<file path="src/rtl/mips_pkg.sv">
// Shared MIPS pipeline definitions: branch hazard FSM encodings and register constants.
package mips_pkg;

  localparam logic [1:0] BHC_IDLE  = 2'd0;
  localparam logic [1:0] BHC_STALL = 2'd1;
  localparam logic [1:0] BHC_REDIR = 2'd2;

  localparam logic [4:0] REG_ZERO = 5'd0;

  typedef enum logic [1:0] {
    S_IDLE  = BHC_IDLE,
    S_STALL = BHC_STALL,
    S_REDIR = BHC_REDIR
  } bhc_state_e;

endpackage

</file>
<file path="src/rtl/branch_dep_check.sv">
// Compares one decode-stage source register against the E and M destinations;
// reports a stall-worthy dependency in E or M and a forwardable ALU result in M.
module branch_dep_check
  import mips_pkg::*;
#(
  parameter int REGW = 5
) (
  input  logic [REGW-1:0] srcReg,
  input  logic [REGW-1:0] writeRegE,
  input  logic            regWriteE,
  input  logic [REGW-1:0] writeRegM,
  input  logic            regWriteM,
  input  logic            memtoRegM,
  output logic            hazE,
  output logic            hazM,
  output logic            fwdM
);

  logic notZero;
  logic matchE;
  logic matchM;

  // r0 is hardwired to zero, so it never carries a dependency.
  assign notZero = (srcReg != REGW'(REG_ZERO));
  assign matchE  = notZero && (writeRegE == srcReg);
  assign matchM  = notZero && (writeRegM == srcReg);

  assign hazE = regWriteE & matchE;
  // A load in M has no data until WB, so it must stall rather than forward.
  assign hazM = memtoRegM & regWriteM & matchM;
  assign fwdM = ~memtoRegM & regWriteM & matchM;

endmodule

</file>
<file path="src/rtl/branch_hazard_ctrl.sv">
// Decode-stage branch sequencing: RAW stall, comparator forwarding, gated redirect and flush.
// Optional statistics counters are built when BRANCH_STATS_EN is defined.
module branch_hazard_ctrl
  import mips_pkg::*;
#(
  parameter int REGW       = 5,
  parameter int DELAY_SLOT = 0,
  parameter int MAX_STALL  = 3
) (
  input  logic            clk,
  input  logic            reset,
  input  logic            BranchED,
  input  logic            BranchNED,
  input  logic            Branch2RegD,
  input  logic            Branch2ValueD,
  input  logic            PCSrcD,
  input  logic [REGW-1:0] RsD,
  input  logic [REGW-1:0] RtD,
  input  logic [REGW-1:0] WriteRegE,
  input  logic            RegWriteE,
  input  logic            MemtoRegE,
  input  logic [REGW-1:0] WriteRegM,
  input  logic            RegWriteM,
  input  logic            MemtoRegM,
  output logic            ForwardAD,
  output logic            ForwardBD,
  output logic            StallF,
  output logic            StallD,
  output logic            FlushE,
  output logic            FlushD,
  output logic            PCSrcQ,
  output logic            BranchErr,
`ifdef BRANCH_STATS_EN
  output logic [31:0]     BrCount,
  output logic [31:0]     TakenCount,
  output logic [31:0]     StallCount,
`endif
  output logic            ctiD,
  output logic            loadPendingE,
  output logic [1:0]      stateDbg
);

  // The counter must be able to hold MAX_STALL+1 so the overrun is observable.
  localparam int              CNTW    = $clog2(MAX_STALL + 2);
  localparam logic [CNTW-1:0] CNT_SAT = CNTW'(MAX_STALL + 1);
  localparam logic [CNTW-1:0] CNT_MAX = CNTW'(MAX_STALL);
  localparam logic            DS      = (DELAY_SLOT != 0);

  logic useA, useB, bstall;
  logic hazEA, hazMA, fwdA;
  logic hazEB, hazMB, fwdB;

  bhc_state_e      state, stateNext;
  logic [CNTW-1:0] cnt, cntNext;
  logic            errNext;

  branch_dep_check #(.REGW(REGW)) u_depRs (
    .srcReg    (RsD),
    .writeRegE (WriteRegE),
    .regWriteE (RegWriteE),
    .writeRegM (WriteRegM),
    .regWriteM (RegWriteM),
    .memtoRegM (MemtoRegM),
    .hazE      (hazEA),
    .hazM      (hazMA),
    .fwdM      (fwdA)
  );

  branch_dep_check #(.REGW(REGW)) u_depRt (
    .srcReg    (RtD),
    .writeRegE (WriteRegE),
    .regWriteE (RegWriteE),
    .writeRegM (WriteRegM),
    .regWriteM (RegWriteM),
    .memtoRegM (MemtoRegM),
    .hazE      (hazEB),
    .hazM      (hazMB),
    .fwdM      (fwdB)
  );

  // j/jal read no registers, so they take no part in the stall decision.
  assign useA   = BranchED | BranchNED | Branch2RegD;
  assign useB   = BranchED | BranchNED;
  assign bstall = (useA & (hazEA | hazMA)) | (useB & (hazEB | hazMB));

  assign ForwardAD = fwdA;
  assign ForwardBD = fwdB;
  assign StallF    = bstall;
  assign StallD    = bstall;
  assign FlushE    = bstall;
  assign PCSrcQ    = PCSrcD & ~bstall;
  assign FlushD    = PCSrcQ & ~DS;

  assign ctiD         = useA | Branch2ValueD;
  assign loadPendingE = RegWriteE & MemtoRegE;
  assign stateDbg     = state;

  always_comb begin
    stateNext = state;
    cntNext   = cnt;
    case (state)
      S_IDLE: begin
        if (bstall) begin
          stateNext = S_STALL;
          cntNext   = CNTW'(1);
        end else if (PCSrcQ) begin
          stateNext = S_REDIR;
        end
      end
      S_STALL: begin
        if (bstall) begin
          cntNext = (cnt >= CNT_SAT) ? cnt : cnt + CNTW'(1);
        end else begin
          cntNext   = '0;
          stateNext = PCSrcQ ? S_REDIR : S_IDLE;
        end
      end
      S_REDIR: begin
        // Single-cycle marker; a back-to-back hazarded branch goes straight to STALL.
        if (bstall) begin
          stateNext = S_STALL;
          cntNext   = CNTW'(1);
        end else begin
          stateNext = S_IDLE;
        end
      end
      default: begin
        stateNext = S_IDLE;
        cntNext   = '0;
      end
    endcase
    errNext = BranchErr | (cntNext > CNT_MAX);
  end

  always_ff @(posedge clk or posedge reset) begin
    if (reset) begin
      state     <= S_IDLE;
      cnt       <= '0;
      BranchErr <= 1'b0;
    end else begin
      state     <= stateNext;
      cnt       <= cntNext;
      BranchErr <= errNext;
    end
  end

`ifdef BRANCH_STATS_EN
  always_ff @(posedge clk or posedge reset) begin
    if (reset) begin
      BrCount    <= '0;
      TakenCount <= '0;
      StallCount <= '0;
    end else begin
      if (ctiD & ~bstall) BrCount <= BrCount + 32'd1;
      if (PCSrcQ)         TakenCount <= TakenCount + 32'd1;
      if (bstall)         StallCount <= StallCount + 32'd1;
    end
  end
`endif

endmodule

</file>
<file path="config.mk">
export PLATFORM = sky130hd
export DESIGN_NAME = branch_hazard_ctrl
export DESIGN_NICKNAME = d
export VERILOG_FILES = /design/src/rtl/mips_pkg.sv /design/src/rtl/branch_dep_check.sv /design/src/rtl/branch_hazard_ctrl.sv
export SDC_FILE = /design/constraint.sdc
export NUM_CORES = 1
export LEC_CHECK = 0
export CAP_MARGIN = 20
export CELL_PAD_IN_SITES_DETAIL_PLACEMENT = 0
export CELL_PAD_IN_SITES_GLOBAL_PLACEMENT = 2
export CORE_MARGIN = 3
export CORE_UTILIZATION = 18
export CTS_CLUSTER_DIAMETER = 60
export DETAILED_ROUTE_END_ITERATION = 8
export GPL_ROUTABILITY_DRIVEN = 1
export PLACE_DENSITY = 0.77
export SYNTH_ARGS = -nofsm -noshare
export SYNTH_HDL_FRONTEND = slang
export SYNTH_SLANG_ARGS = --single-unit
</file>
<file path="constraint.sdc">
create_clock -name clk -period 2.3 [get_ports clk]
set_clock_uncertainty 0.15 [all_clocks]
set_input_delay 0.46 -clock clk [delete_from_list [all_inputs] [get_ports clk]]
set_output_delay 0.46 -clock clk [all_outputs]
set_load 0.01 [all_outputs]
</file>
After elaboration in Yosys (flattened, before gate mapping). Index checks and enable logic that the tools add are counted.

Logic and storage cells: 54. Bits in registers: 6. Bits of input ports: 31. Output and inout port bits: 12.

Order comparisons: 2. Equality and inequality tests: 8. $add $sub $neg: 1. Bitwise logic cells: 21. Mux-type cells: 10. Reductions and logical operators: 9.

Operator list (number): == test 5 bit (4); bitwise AND 1 bit (12); nonzero test 5 bit (2); 2-to-1 mux 3 bit (3); 2-to-1 mux 2 bit (4); OR 1 bit (7); one-hot mux 2 bit (3 select lines) (1); one-hot mux 3 bit (2 select lines) (1); logical AND 1 bit (4); adder 3 x 1 -> 3 bit, second input constant (1); greater-or-equal comparator 3 bit, second input constant (1); > comparator 3 x 2 -> 1 bit, second input constant (1); != test 3 bit, second input constant (1); == test 2 x 1 -> 1 bit, second input constant (1); == test 2 bit, second input constant (1); logical NOT 2 bit (1); != test 2 bit, second input constant (1); NOT 1 bit (2); AND reduction 2 bit (1); OR reduction 2 bit (1); 2-to-1 mux 1 bit (1).

Longest topological paths before layout. Gate-level depths: netlist of the first run.

Word-level depth: 11. Depth in mapped cells: 7.

By module. A second synthesis of the first run with hierarchy kept.

Cell total of the unflattened synthesis: 75. Area, all modules: 669.4 sq um.

By module, submodules not included: branch_hazard_ctrl (area an instance 391.6 sq um, cells each 39, times used 1); branch_dep_check (area an instance 138.9 sq um, cells each 18, times used 2).

Least setup slack after synthesis of the first run. Ideal clock, no wire load.

Path type: input to output. Start point: input RsD[2]. End point: output PCSrcQ. Slack: -216 ps. Data required time: 1690 ps. Path buffers: 1. Cell stages on the path: 6. Arrival time: 1906 ps. Cell sequence: or4_1 -> o32ai_1 -> a21o_1 -> nand2_1 -> nor2_1 -> buf_4.

Longest elaborated chain between the ends: 8. Elaborated cells on any way between the ends: 12. Classes of those cells: 2 x eq/ne; 7 x bitwise; 3 x reduce/logical.

RTL lines: start, declared (RTL line branch_hazard_ctrl.sv:17) `input logic [REGW-1:0] RsD,`; == test 5 bit (tied with other cells) (RTL line branch_dep_check.sv:25) `assign matchE = notZero && (writeRegE == srcReg);`; logical AND 1 bit (on tied branches) (RTL line branch_dep_check.sv:25, branch_dep_check.sv:26); bitwise AND 1 bit (on tied branches) (RTL line branch_dep_check.sv:28, branch_dep_check.sv:30); OR 1 bit (*) (RTL line branch_hazard_ctrl.sv:84) `assign bstall = (useA & (hazEA | hazMA)) | (useB & (hazEB | hazMB));`; bitwise AND 1 bit (*) (RTL line branch_hazard_ctrl.sv:84); OR 1 bit (*) (RTL line branch_hazard_ctrl.sv:84); named net FlushE (RTL line branch_hazard_ctrl.sv:29) `output logic FlushE,`; NOT 1 bit (*) (RTL line branch_hazard_ctrl.sv:91) `assign PCSrcQ = PCSrcD & ~bstall;`; bitwise AND 1 bit (*) (RTL line branch_hazard_ctrl.sv:91); end, declared (RTL line branch_hazard_ctrl.sv:31) `output logic PCSrcQ,`.

The timed path passes the listed nets; every way through them passes the cells marked *.

Worst setup path after layout of the first run.
Start point: input RtD[2]. End point: output PCSrcQ.

Longest elaborated chain between the ends: 8. Elaborated cells on any way between the ends: 12. Classes of those cells: 2 x eq/ne; 7 x bitwise; 3 x reduce/logical.

RTL lines: start, declared (RTL line branch_hazard_ctrl.sv:18) `input logic [REGW-1:0] RtD,`; == test 5 bit (tied with other cells) (RTL line branch_dep_check.sv:25); logical AND 1 bit (on tied branches) (RTL line branch_dep_check.sv:25, branch_dep_check.sv:26); bitwise AND 1 bit (on tied branches) (RTL line branch_dep_check.sv:28, branch_dep_check.sv:30); OR 1 bit (*) (RTL line branch_hazard_ctrl.sv:84); bitwise AND 1 bit (*) (RTL line branch_hazard_ctrl.sv:84); OR 1 bit (*) (RTL line branch_hazard_ctrl.sv:84); NOT 1 bit (*) (RTL line branch_hazard_ctrl.sv:91); bitwise AND 1 bit (*) (RTL line branch_hazard_ctrl.sv:91).

Mark *: on every way between the ends. The rest lies on a longest branch, timed or not.

==> results of run 1 <==
layout make-up:
type                       count  share of cell area (%)
timing repair buffer          66                    41.8
multi-input combinational     62                    39.0
sequential                     6                    11.4
tap                           46                    4.38
clock buffer                   3                    1.71
inverter                       6                    1.71
state kept, by name (all words and copies together), names as in the netlist:
name	flops
BranchErr	1
cnt	3
stateDbg	2
stage by stage:
| stage | area, µm² | hold slack, ns | worst slack (ns) | util, % |
|---|---|---|---|---|
| 2_1_floorplan | 671 | 0.101 | 0.0118 | - |
| 3_3_place_gp | 1290 | 0.331 | -0.868 | 38.2 |
| 3_5_place_dp | 1290 | 0.360 | -0.873 | 38.2 |
| 4_1_cts | 1300 | 0.281 | -0.0645 | 38.4 |
| 5_1_grt | 1320 | 0.308 | -0.106 | 38.8 |
| 6_report | 1320 | 0.284 | -0.0498 | 38.8 |
cell usage after synthesis (2+ instances only):
cell / count
a2111o_1: 2
xnor2_1: 2
inv_1: 6
ha_1: 2
buf_4: 3
or4_1: 3
o211ai_1: 2
xor2_1: 19
nand4_1: 2
nor2_1: 8
nor3_1: 4
dfrtp_1: 6
nand2_1: 3
nand3_1: 3
critical path: stages:
cell     delay, ns
buf_6         0.11
xor2_2        0.17
nor4_2        0.27
nand3_1       0.11
a211o_1       0.35
nand2_4       0.12
nor2_4        0.05
buf_6         0.11
kinds of logic (layout without fill, tap and decap cells):
family	count (synthesis)	in the layout
xor+xnor	21	21
buf+inv	9	75
flops	6	6
simple gates	27	27
compound gates	11	11
mux	1	1
fa+ha+maj	2	2
power by group through the flow:
stage	Combinational [mW]	Sequential [mW]	Clock, mW
after floorplan	0.0987	0.139	0
after global placement	0.223	0.140	0
after detailed placement	0.224	0.141	0
after CTS	0.221	0.139	0.0976
after global routing	0.245	0.142	0.0994
final	0.221	0.139	0.0917
routing by layer:
layer / part of all wire [%] / GRT usage, %
met2: 45 / 15.6
met3: 8.7 / 2.55
met4: 0 / 2.28
met5: 0 / 0
met1: 46 / 12.2
repair_timing:
action / 4_1_cts / 5_1_grt
resized for setup: 113 / 10
endpoints found under the hold margin: 0 / 0
setup endpoints to repair: 12 / 9
gates cloned: 0 / 0
pin swaps: 21 / 4
hold buffers: 0 / 0
setup buffers: 2 / 0
final timing paths:
path	slack [ns]	to	cells past startpoint	from
hold / removal	0.28	stateDbg[1]	2	reset
hold reg to reg	0.36	BranchErr	2	BranchErr
setup / recovery	-0.05	PCSrcQ	8	RtD[2]
min in group clk	0.36	BranchErr	2	BranchErr
max in group asynchronous	1.53	stateDbg[0]	2	reset
setup reg to reg	0.83	cnt[1]	5	cnt[0]
==> impl_metrics.yaml, run 1 <==
outcome:
  status: "finished, violations left"
  violations: "setup timing"
cells_and_area:
  layout_common_cells: "21 x buf_4, 18 x xor2_1, 14 x buf_2"
  drive_gt1_share_pct: 44.1
  fill_cells: 357
  syn_to_final_growth_pct: 103
  final_common_cell: "buf_4"
  final_cell_count_no_fill: 189
  n_antenna_cell: 0
  ff_latch_area_um2: 150
  layout.nets: 178
  multi_input_comb_area_um2: 513
synth:
  synth-edff-count: 0
  syn_area_um2: 648
  synth_area_leaders: "xor2_1 26%, dfrtp_1 23%, nor2_1 4.6%"
  synthAdderAreaFrac_pct: 3.86
  synthSimpleGateAreaFrac_pct: 22.0
  synth_warnings: 0
  synth.ff_latch_count: 6
  muxShareOfSynthArea_pct: 1.54
  synth-xor-area-share_pct: 28.4
  syn-num-nets: 110
  synth.yosys.seq_area_share_pct: 23.2
  async_flop_share_pct: 100
  yosys.area.top_type_share_pct: 25.7
  synthCells: 77
  synth_cell_types: 26
  syn_area_per_cell_um2: 8.42
  synth_top_family_by_area: "XOR/XNOR gates"
  synth_ff_type: "dfrtp_1"
  synth_area_leader_cell: "xor2_1"
  synth_compound_gate_area_share_pct: 14.1
critical_path:
  criticalPathCategory: "primary input to output pin"
  cp-end-kind: "output pin"
  cp.arrival_ns: 1.74
  cp_max_fo: 7
  critPathRequiredTime_ns: 1.69
  startpoint_type: "primary input"
flow_run:
  drv_cap: 0
pwr:
  p_clk_share_pct: 20.3
  comb_power_share_pct: 48.9
  p_leak_nw: 0.629
  power.switching_mw: 0.146
  powerDensity_mw_per_mm2: 344
  p_sw_share_pct: 32.4
  finalPower_mw: 0.452
  p_int_mw: 0.306
  p_seq_share_pct: 30.8
  ir_worst_vdd_mv: 0.203
timing:
  max_freq_mhz: 426
  setup_violations: 5
  period_minus_slack_ns: 2.35
  hold_viol: 0
  setup-tns-final_ns: -0.191
  worst_pin_slew_ns: 0.270
  rsz0062_at_grt: "yes"
  maxSlewViolCount: 0
  min_period_over_period_pct: 102
  slew_headroom_pct: 81.8
  fin_ws_ns: -0.0498
global_routing:
  grt.total_usage_pct: 9.48
  overflow: 0
  grt_max_degree: 8
  grt_pass1_vias: 789
  antenna_found_initial: 0
  grt_pass1_wl_um: 3280
cts:
  clkLatencyLatePin_ns: 0.24
  cts_root_buf: "clkbuf_4"
  cts_sinks: 6
  cts_tree: "built"
  cts-buffers-inserted: 3
  clk_path_buf_depth: 2
  clk_pin_slew_ns: 0.04
  cts_max_level: 1
floorplanning:
  die_y_um: 66.0
  core_mm2: 0.00339
  die_w_um: 66.0
  boundaryPins: 43
  start_util_pct: 19.1
  die_area_mm2: 0.00436
  rows: 21
place:
  place.port_buffers: 42
  globalplace.congestion: 0.741
  dp.final_hpwl_um: 1850
  place_inst: 185
drt:
  avgRoutedWirePerCell_um: 11.0
  drt_pass1_iterations: 4
  drc: 0
  drt_iter0_drc: 10
  via_count: 782
  avgViaCountPerCell: 4.14
  wirelength_um: 2090
  ant_nets: 0
min_path:
  min_path_type: "primary input to asynchronous set/reset pin"
Power figures use the tool's default switching activity.
==> run 2: changes to the inputs <==
--- a/config.mk
+++ b/config.mk
@@ -8,12 +8,14 @@
 export CAP_MARGIN = 20
 export CELL_PAD_IN_SITES_DETAIL_PLACEMENT = 0
 export CELL_PAD_IN_SITES_GLOBAL_PLACEMENT = 2
+export CORE_ASPECT_RATIO = 1.75
 export CORE_MARGIN = 3
 export CORE_UTILIZATION = 18
 export CTS_CLUSTER_DIAMETER = 60
 export DETAILED_ROUTE_END_ITERATION = 8
 export GPL_ROUTABILITY_DRIVEN = 1
 export PLACE_DENSITY = 0.77
+export SETUP_SLACK_MARGIN = 0.2
 export SYNTH_ARGS = -nofsm -noshare
 export SYNTH_HDL_FRONTEND = slang
 export SYNTH_SLANG_ARGS = --single-unit
==> impl_metrics.yaml, run 2 (synthesis results as in run 1) <==
cts:
  cts-buffers-inserted: 3
  cts_max_level: 1
  cts_tree: "built"
  cts_root_buf: "clkbuf_8"
  clk_path_buf_depth: 2
  cts_sinks: 6
  clk_pin_slew_ns: 0.04
  clkLatencyLatePin_ns: 0.22
timing:
  hold_viol: 0
  rsz0062_at_grt: "yes"
  fin_ws_ns: -0.0826
  setup-tns-final_ns: -0.351
  hold_slack_ns: 0.306
  maxSlewViolCount: 0
  period_minus_slack_ns: 2.38
  slew_headroom_pct: 82.4
  max_freq_mhz: 420
  min_period_over_period_pct: 104
  setup_violations: 5
  worst_pin_slew_ns: 0.263
critical_path:
  cp_max_fo: 6
  cp-end-kind: "output pin"
  startpoint_type: "primary input"
  critPathRequiredTime_ns: 1.69
  cp.arrival_ns: 1.77
  ff2ff_path_depth: 5
  criticalPathCategory: "primary input to output pin"
floorplanning:
  die_area_mm2: 0.00439
  rows: 28
  die_w_um: 51.4
  die_y_um: 85.4
  start_util_pct: 18.9
  core_mm2: 0.00343
  boundaryPins: 43
drt:
  via_count: 816
  ant_nets: 0
  avgViaCountPerCell: 4.29
  drt_pass1_iterations: 4
  avgRoutedWirePerCell_um: 12.6
  wirelength_um: 2400
  drc: 0
  drt_iter0_drc: 8
global_routing:
  met2_usage_pct: 23.1
  overflow: 0
  grt_max_degree: 7
  grt_pass1_vias: 918
  antenna_found_initial: 0
  met1_usage_pct: 12.6
  grt_use_met3_pct: 1.41
  busiest_layer: "met2"
  grt_pass1_wl_um: 4080
  grt.total_usage_pct: 11.8
min_path:
  min_path_type: "primary input to asynchronous set/reset pin"
cells_and_area:
  multi_input_comb_area_um2: 552
  layout.nets: 180
  n_antenna_cell: 0
  ff_latch_area_um2: 150
  layout_common_cells: "17 x buf_4, 16 x buf_6, 14 x xor2_1, 14 x buf_2, 11 x clkdlybuf4s50_1"
  largest_reg_flops: 3
  final_common_cell: "buf_4"
  drive_gt1_share_pct: 49.0
  syn_to_final_growth_pct: 118
  fill_cells: 390
  largest-register: "cnt"
pwr:
  powerDensity_mw_per_mm2: 376
  p_sw_share_pct: 30.6
  p_leak_nw: 0.651
  ir_worst_vdd_mv: 0.356
  power.switching_mw: 0.163
  comb_power_share_pct: 44.6
  p_int_mw: 0.370
  p_seq_share_pct: 26.5
  p_clk_share_pct: 28.9
  finalPower_mw: 0.533
outcome:
  status: "finished, violations left"
  violations: "setup timing"
place:
  dp.final_hpwl_um: 2010
  place.port_buffers: 42
  globalplace.congestion: 0.773
flow_run:
  drv_cap: 0
==> run 2: cell types whose count changed in the layout (fill, tap and decap cells not counted), moves of 2 or more <==
| cell | change |
|---|---|
| clkbuf_4 | -3 |
| buf_6 | +6 |
| xor2_1 | -4 |
| xor2_2 | +4 |
| buf_8 | +3 |
| clkbuf_8 | +3 |
| buf_4 | -4 |
| dlymetal6s2s_1 | -2 |
| clkdlybuf4s15_2 | -2 |
==> run 2: what timing repair did <==
action / 4_1_cts / 5_1_grt
setup buffers: 2 / 1
hold buffers: 0 / 0
gates resized for setup: 132 / 16
pin swaps: 23 / 10
setup endpoints to repair: 15 / 10
==> run 2: path summary, 6_finish.rpt <==
path | to | start | slack [ns]
hold reg to reg | BranchErr | BranchErr | 0.35
max in group asynchronous | cnt[1] | reset | 1.50
hold / removal | stateDbg[1] | reset | 0.31
min in group clk | BranchErr | BranchErr | 0.35
setup reg to reg | cnt[1] | cnt[0] | 0.83
setup / recovery | FlushD | RtD[3] | -0.08
==> run 2: routing by layer <==
metal	wire [µm]	part of all wire, %
met5	0	0
met4	7	0.29
met3	122	5.1
met2	1440	60
met1	828	35
==> run 2: final cells by class <==
class,instances,area share [%]
sequential,6,10.6
tap,45,3.98
inverter,6,1.59
clock buffer,3,2.92
multi-input combinational,62,39.0
timing repair buffer,68,41.9
==> run 2: power groups by stage <==
stage                     clock [mW]  sequential, mW  combinational (mW)
after floorplan                    0           0.139              0.0987
after global placement             0           0.140               0.219
after detailed placement           0           0.142               0.224
after CTS                      0.158           0.141               0.227
after global routing           0.165           0.143               0.262
final                          0.154           0.141               0.238
==> run 2: critical path: stages <==
cell and delay, ns:
buf_2 0.13, xor2_1 0.17, nor3_2 0.26, nand4_1 0.13, a211o_1 0.35, nand2_4 0.11
nor2_4 0.05, buf_6 0.11
==> run 2: through the flow <==
| stage | cells | utilization, % | cell area [µm²] | worst slack [ns] |
|---|---|---|---|---|
| floorplan | 77 | - | 671 | 0.0118 |
| global placement | 184 | 37.7 | 1290 | -0.904 |
| detailed placement | 184 | 37.7 | 1290 | -0.903 |
| CTS | 189 | 39.1 | 1340 | -0.101 |
| global route | 190 | 41.2 | 1420 | -0.141 |
| finish | 190 | 41.2 | 1420 | -0.0826 |
